$ cat src/rtl/reg_dual_read.sv
// Register file with one write port and two read ports that share a single
// storage access per cycle. A write always wins the cycle; otherwise pending
// reads are served one per cycle, alternating round-robin when both wait.
module reg_dual_read #(
  parameter int w     = 8,
  parameter int DEPTH = 4,
  parameter int AW    = 2
) (
  input  logic          clk,
  input  logic          rst,
  input  logic          wr_en,
  input  logic [AW-1:0] wr_addr,
  input  logic [w-1:0]  wr_data,
  input  logic          rd_req1,
  input  logic [AW-1:0] rd_addr1,
  output logic          rd_gnt1,
  output logic [w-1:0]  rd_data1,
  output logic          rd_valid1,
  input  logic          rd_req2,
  input  logic [AW-1:0] rd_addr2,
  output logic          rd_gnt2,
  output logic [w-1:0]  rd_data2,
  output logic          rd_valid2
);

  localparam int NP = 2;

  // Port index 0 is read port 1, index 1 is read port 2.
  logic [NP-1:0]           w_req;
  logic [NP-1:0]           w_gnt;
  logic [NP-1:0][AW-1:0]   w_addr;
  logic [NP-1:0][w-1:0]    r_data;
  logic [NP-1:0]           r_valid;
  logic [DEPTH-1:0][w-1:0] r_mem;
  // 0: port 1 was granted last, 1: port 2 was granted last.
  logic                    r_last;

  assign w_req  = {rd_req2, rd_req1};
  assign w_addr = {rd_addr2, rd_addr1};

  // Arbitration: write owns the cycle; a lone requester wins; on a tie the
  // port that was not granted last goes. Nothing is granted during reset.
  always_comb begin
    w_gnt = '0;
    if (!rst && !wr_en) begin
      if (w_req[0] && w_req[1]) begin
        if (r_last) w_gnt[0] = 1'b1;
        else        w_gnt[1] = 1'b1;
      end else begin
        w_gnt = w_req;
      end
    end
  end

  assign rd_gnt1 = w_gnt[0];
  assign rd_gnt2 = w_gnt[1];

  // Storage: the write port is served whenever wr_en is high.
  always_ff @(posedge clk or posedge rst) begin
    if (rst)        r_mem          <= '0;
    else if (wr_en) r_mem[wr_addr] <= wr_data;
  end

  // Round-robin history: only read grants move it, writes leave it alone.
  always_ff @(posedge clk or posedge rst) begin
    if (rst)           r_last <= 1'b1;
    else if (w_gnt[0]) r_last <= 1'b0;
    else if (w_gnt[1]) r_last <= 1'b1;
  end

  // Per-port read register: capture on grant, hold otherwise, pulse valid.
  for (genvar p = 0; p < NP; p++) begin : g_port
    always_ff @(posedge clk or posedge rst) begin
      if (rst) begin
        r_data[p]  <= '0;
        r_valid[p] <= 1'b0;
      end else begin
        r_valid[p] <= w_gnt[p];
        if (w_gnt[p]) r_data[p] <= r_mem[w_addr[p]];
      end
    end
  end

  assign rd_data1  = r_data[0];
  assign rd_valid1 = r_valid[0];
  assign rd_data2  = r_data[1];
  assign rd_valid2 = r_valid[1];

endmodule
$ cat config.mk
export PLATFORM = sky130hd
export DESIGN_NAME = reg_dual_read
export DESIGN_NICKNAME = d
export VERILOG_FILES = /design/src/rtl/reg_dual_read.sv
export SDC_FILE = /design/constraint.sdc
export NUM_CORES = 1
export LEC_CHECK = 0
export CORE_UTILIZATION = 52
export CTS_CLUSTER_SIZE = 30
export DETAILED_ROUTE_END_ITERATION = 8
export HOLD_SLACK_MARGIN = 0.03
export PLACE_DENSITY = 0.78
export SKIP_LAST_GASP = 1
export SLEW_MARGIN = 10
export SYNTH_ARGS = -nofsm -noshare
export SYNTH_HDL_FRONTEND = slang
export SYNTH_SLANG_ARGS = --single-unit
$ cat constraint.sdc
create_clock -name clk -period 2 [get_ports clk]
set_clock_uncertainty 0.1 [all_clocks]
set_input_delay 0.3 -clock clk [delete_from_list [all_inputs] [get_ports clk]]
set_output_delay 0.3 -clock clk [all_outputs]
set_load 0.01 [all_outputs]
==> flow_summary.json <==
{
  "finalInstanceArea_um2": 2930,
  "finalHoldViolations": 0,
  "vias": 1386,
  "critPathMaxStageDelay_ps": 550,
  "core_um2": 4140,
  "drt_iter0_markers": 73,
  "fin_crit_ps": 1790,
  "report.final.slew_viol_count": 0,
  "maxSlewHeadroom_pct": 75.5,
  "worstPathMaxFanout": 3,
  "mappedNetlistNets": 151,
  "ff2ff_setup_slack_ps": 470,
  "cts.sinks": 51,
  "dpl.hpwl_mm": 3.46,
  "grt_first_pass_wirelength_mm": 7.36,
  "yosysWarningCount": 0,
  "synth_mux_area_share_pct": 40.0,
  "rsz0062_at_grt": "false",
  "fp.dieH_um": 68.9,
  "viasPerCell": 5.82,
  "crit_chain": "nand2b_1, nand3_1, inv_1, dlygate4sd2_1",
  "drt-pass1-iter-count": 4,
  "fmax_ghz": 0.559,
  "nets": 206,
  "io_buffers": 38,
  "hold_buffers": 0,
  "dr_wl_met3_um": 200,
  "worstMarginPinSlew_ps": 367,
  "multiInputGateArea_um2": 1000,
  "dr_wl_met2_mm": 2.67,
  "drc": 0,
  "h-tree-depth": 2,
  "power_mw": 3.00,
  "maxCapViolations": 0,
  "rows": 23,
  "drive_above_1_share_pct": 46.8,
  "peakVddDrop_mv": 0.584,
  "grt_max_degree": 30,
  "syn_area_um2": 2320,
  "powerDensity_nw_per_um2": 1020,
  "die_x_um": 68.9,
  "diodes": 0,
  "crit_required_ps": 1600,
  "leakagePower_nw": 1.25,
  "clkSlewWorstSetupHoldPaths_ps": 90,
  "ant_nets": 0,
  "cts_made_buffers": 5,
  "reg2regPathDepth": 4,
  "area_growth_syn_to_layout_pct": 26.2,
  "dieArea_um2": 4740,
  "synthAdderAreaFrac_pct": 0,
  "r2r_end": "rd_data2[4]",
  "grt_pass1_vias": 1502,
  "clock_path_buffers": 2,
  "clkLatencyLatePin_ps": 300,
  "ios": 39,
  "cts_setup_buffers": 0,
  "critPathCaptureType": "output port",
  "wire_per_inst_um": 20.0,
  "fin_util_pct": 70.8,
  "grt_overflow": 0,
  "initial_utilization_pct": 56.1,
  "synth-seq-area-share_pct": 55.0,
  "cts_tree": "built",
  "status": "complete, no violations",
  "hold_slack_ps": 288,
  "regToRegStartpoint": "r_last",
  "wl_met1_mm": 1.80,
  "synthSimpleGateAreaFrac_pct": 2.74,
  "routed_wl_mm": 4.76,
  "placed_area_um2": 2860,
  "worst_setup_path_start_kind": "flop",
  "grt_usage_pct": 22.8,
  "synth-xor-area-share_pct": 0,
  "critPathArrivalTime_ps": 1390,
  "synth-seq-cells": 51,
  "hp-class": "primary input to async pin",
  "fillerInstances": 282,
  "period_share_pct": 89.4,
  "crit_path_top_delay_cell": "dfstp_2",
  "synth_top_family_by_area": "multiplexers",
  "register_area_um2": 1280,
  "syn_avg_cell_area_um2": 17.6,
  "synth_cells": 132,
  "antenna_found_initial": 0,
  "top_layer": "met4",
  "setup_viol": 0,
  "gp_congestion": 0.711,
  "synth_compound_area_share_pct": 0.323,
  "path_buf_inv": 2,
  "synth.distinct_cells": 18,
  "root_buffer": "clkbuf_8",
  "crit_type": "flop to output port",
  "cp_top_family": "flip-flops"
}
## cell families (layout without fill, tap and decap cells)
kind of cell | count (synthesis) | after routing
muxes | 64 | 64
and+or+nand+nor | 9 | 9
buffers and inverters | 7 | 63
DFF | 51 | 51
AOI/OAI and AO/OA | 1 | 1
## worst register-to-register path: cells and delay by family (launching register included)
family	cells	cell delay (ps)
buffers and inverters	1	200
DFF	1	550
muxes	1	320
and+or+nand+nor	2	240
## cells in the final DEF, fill, tap and decap left out, types with 2 or more instances in the layout
| cell type | instances |
|---|---|
| dfrtp_1 | 50 |
| mux2_2 | 40 |
| mux4_2 | 16 |
| clkbuf_1 | 2 |
| nand3_1 | 2 |
| buf_4 | 14 |
| mux2_4 | 8 |
| nand3b_1 | 2 |
| clkbuf_8 | 5 |
| clkdlybuf4s50_1 | 36 |
| dlygate4sd2_1 | 2 |
## flip-flops by register name, indices dropped and copies added (netlist names)
signal,cells
rd_valid2,1
rd_valid1,1
rd_data1,8
r_mem,32
rd_data2,8
r_last,1
## report_power, final
group	switching [mW]	internal (mW)	leakage, nW	total, mW
sequential	0.177	1.31	0.609	1.48
combinational	0.301	0.649	0.596	0.950
clock	0.316	0.246	0.0422	0.562
total	0.795	2.20	1.25	3.00
## per-stage QoR
| stage | TNS, ps | setup slack, ps | std cells |
|---|---|---|---|
| after global placement | 0 | 3.65 | 230 |
| after floorplan | 0 | 372 | 132 |
| after global routing | 0 | 115 | 238 |
| after detailed placement | -1.68 | -1.68 | 230 |
| after CTS | 0 | 195 | 238 |
| final | 0 | 212 | 238 |
## worst max-delay path by stage
stage	cells past startpoint	start	to	slack, ps
global placement	4	rst	rd_gnt2	4
detailed placement	4	rst	rd_gnt2	-2
finish	4	r_last	rd_gnt1	210
floorplan	1	rst	r_mem[0]	370
global route	4	r_last	rd_gnt1	110
CTS	4	r_last	rd_gnt1	200
## layout make-up
| type | instances | area share, % |
|---|---|---|
| Clock inverter | 1 | 0.171 |
| Inverter | 2 | 0.256 |
| Multi-Input combinational cell | 74 | 34.2 |
| Timing Repair Buffer | 53 | 17.1 |
| Sequential cell | 51 | 43.5 |
| Tap cell | 50 | 2.13 |
| Clock buffer | 7 | 2.60 |
## timing repair
item                       4_1_cts  5_1_grt
resized for setup                2        0
hold endpoints to repair         0        0
setup endpoints to repair        2        0
## metal layers
metal	GRT usage (%)	up-vias
met5	0	-
met2	42.5	45
met1	25.2	718
met4	8.67	0
met3	4.77	12
li1	-	611
## Yosys cell counts
library cell | count | area, um2
buf_1 | 1 | 3.75
buf_4 | 1 | 7.51
and3_1 | 1 | 6.26
clkbuf_1 | 1 | 3.75
buf_6 | 2 | 22.5
dfrtp_1 | 50 | 1250
mux2_4 | 8 | 120
o21a_1 | 1 | 7.51
nor3b_4 | 1 | 18.8
nor2_1 | 1 | 3.75
nand3_1 | 2 | 10.0
nand2b_1 | 1 | 6.26
mux4_2 | 16 | 360
nand3b_1 | 2 | 15.0
mux2_2 | 40 | 450
nand2_1 | 1 | 3.75
inv_1 | 2 | 7.51
dfstp_2 | 1 | 26.3
Note: power is estimated with default switching activity, not from simulation.
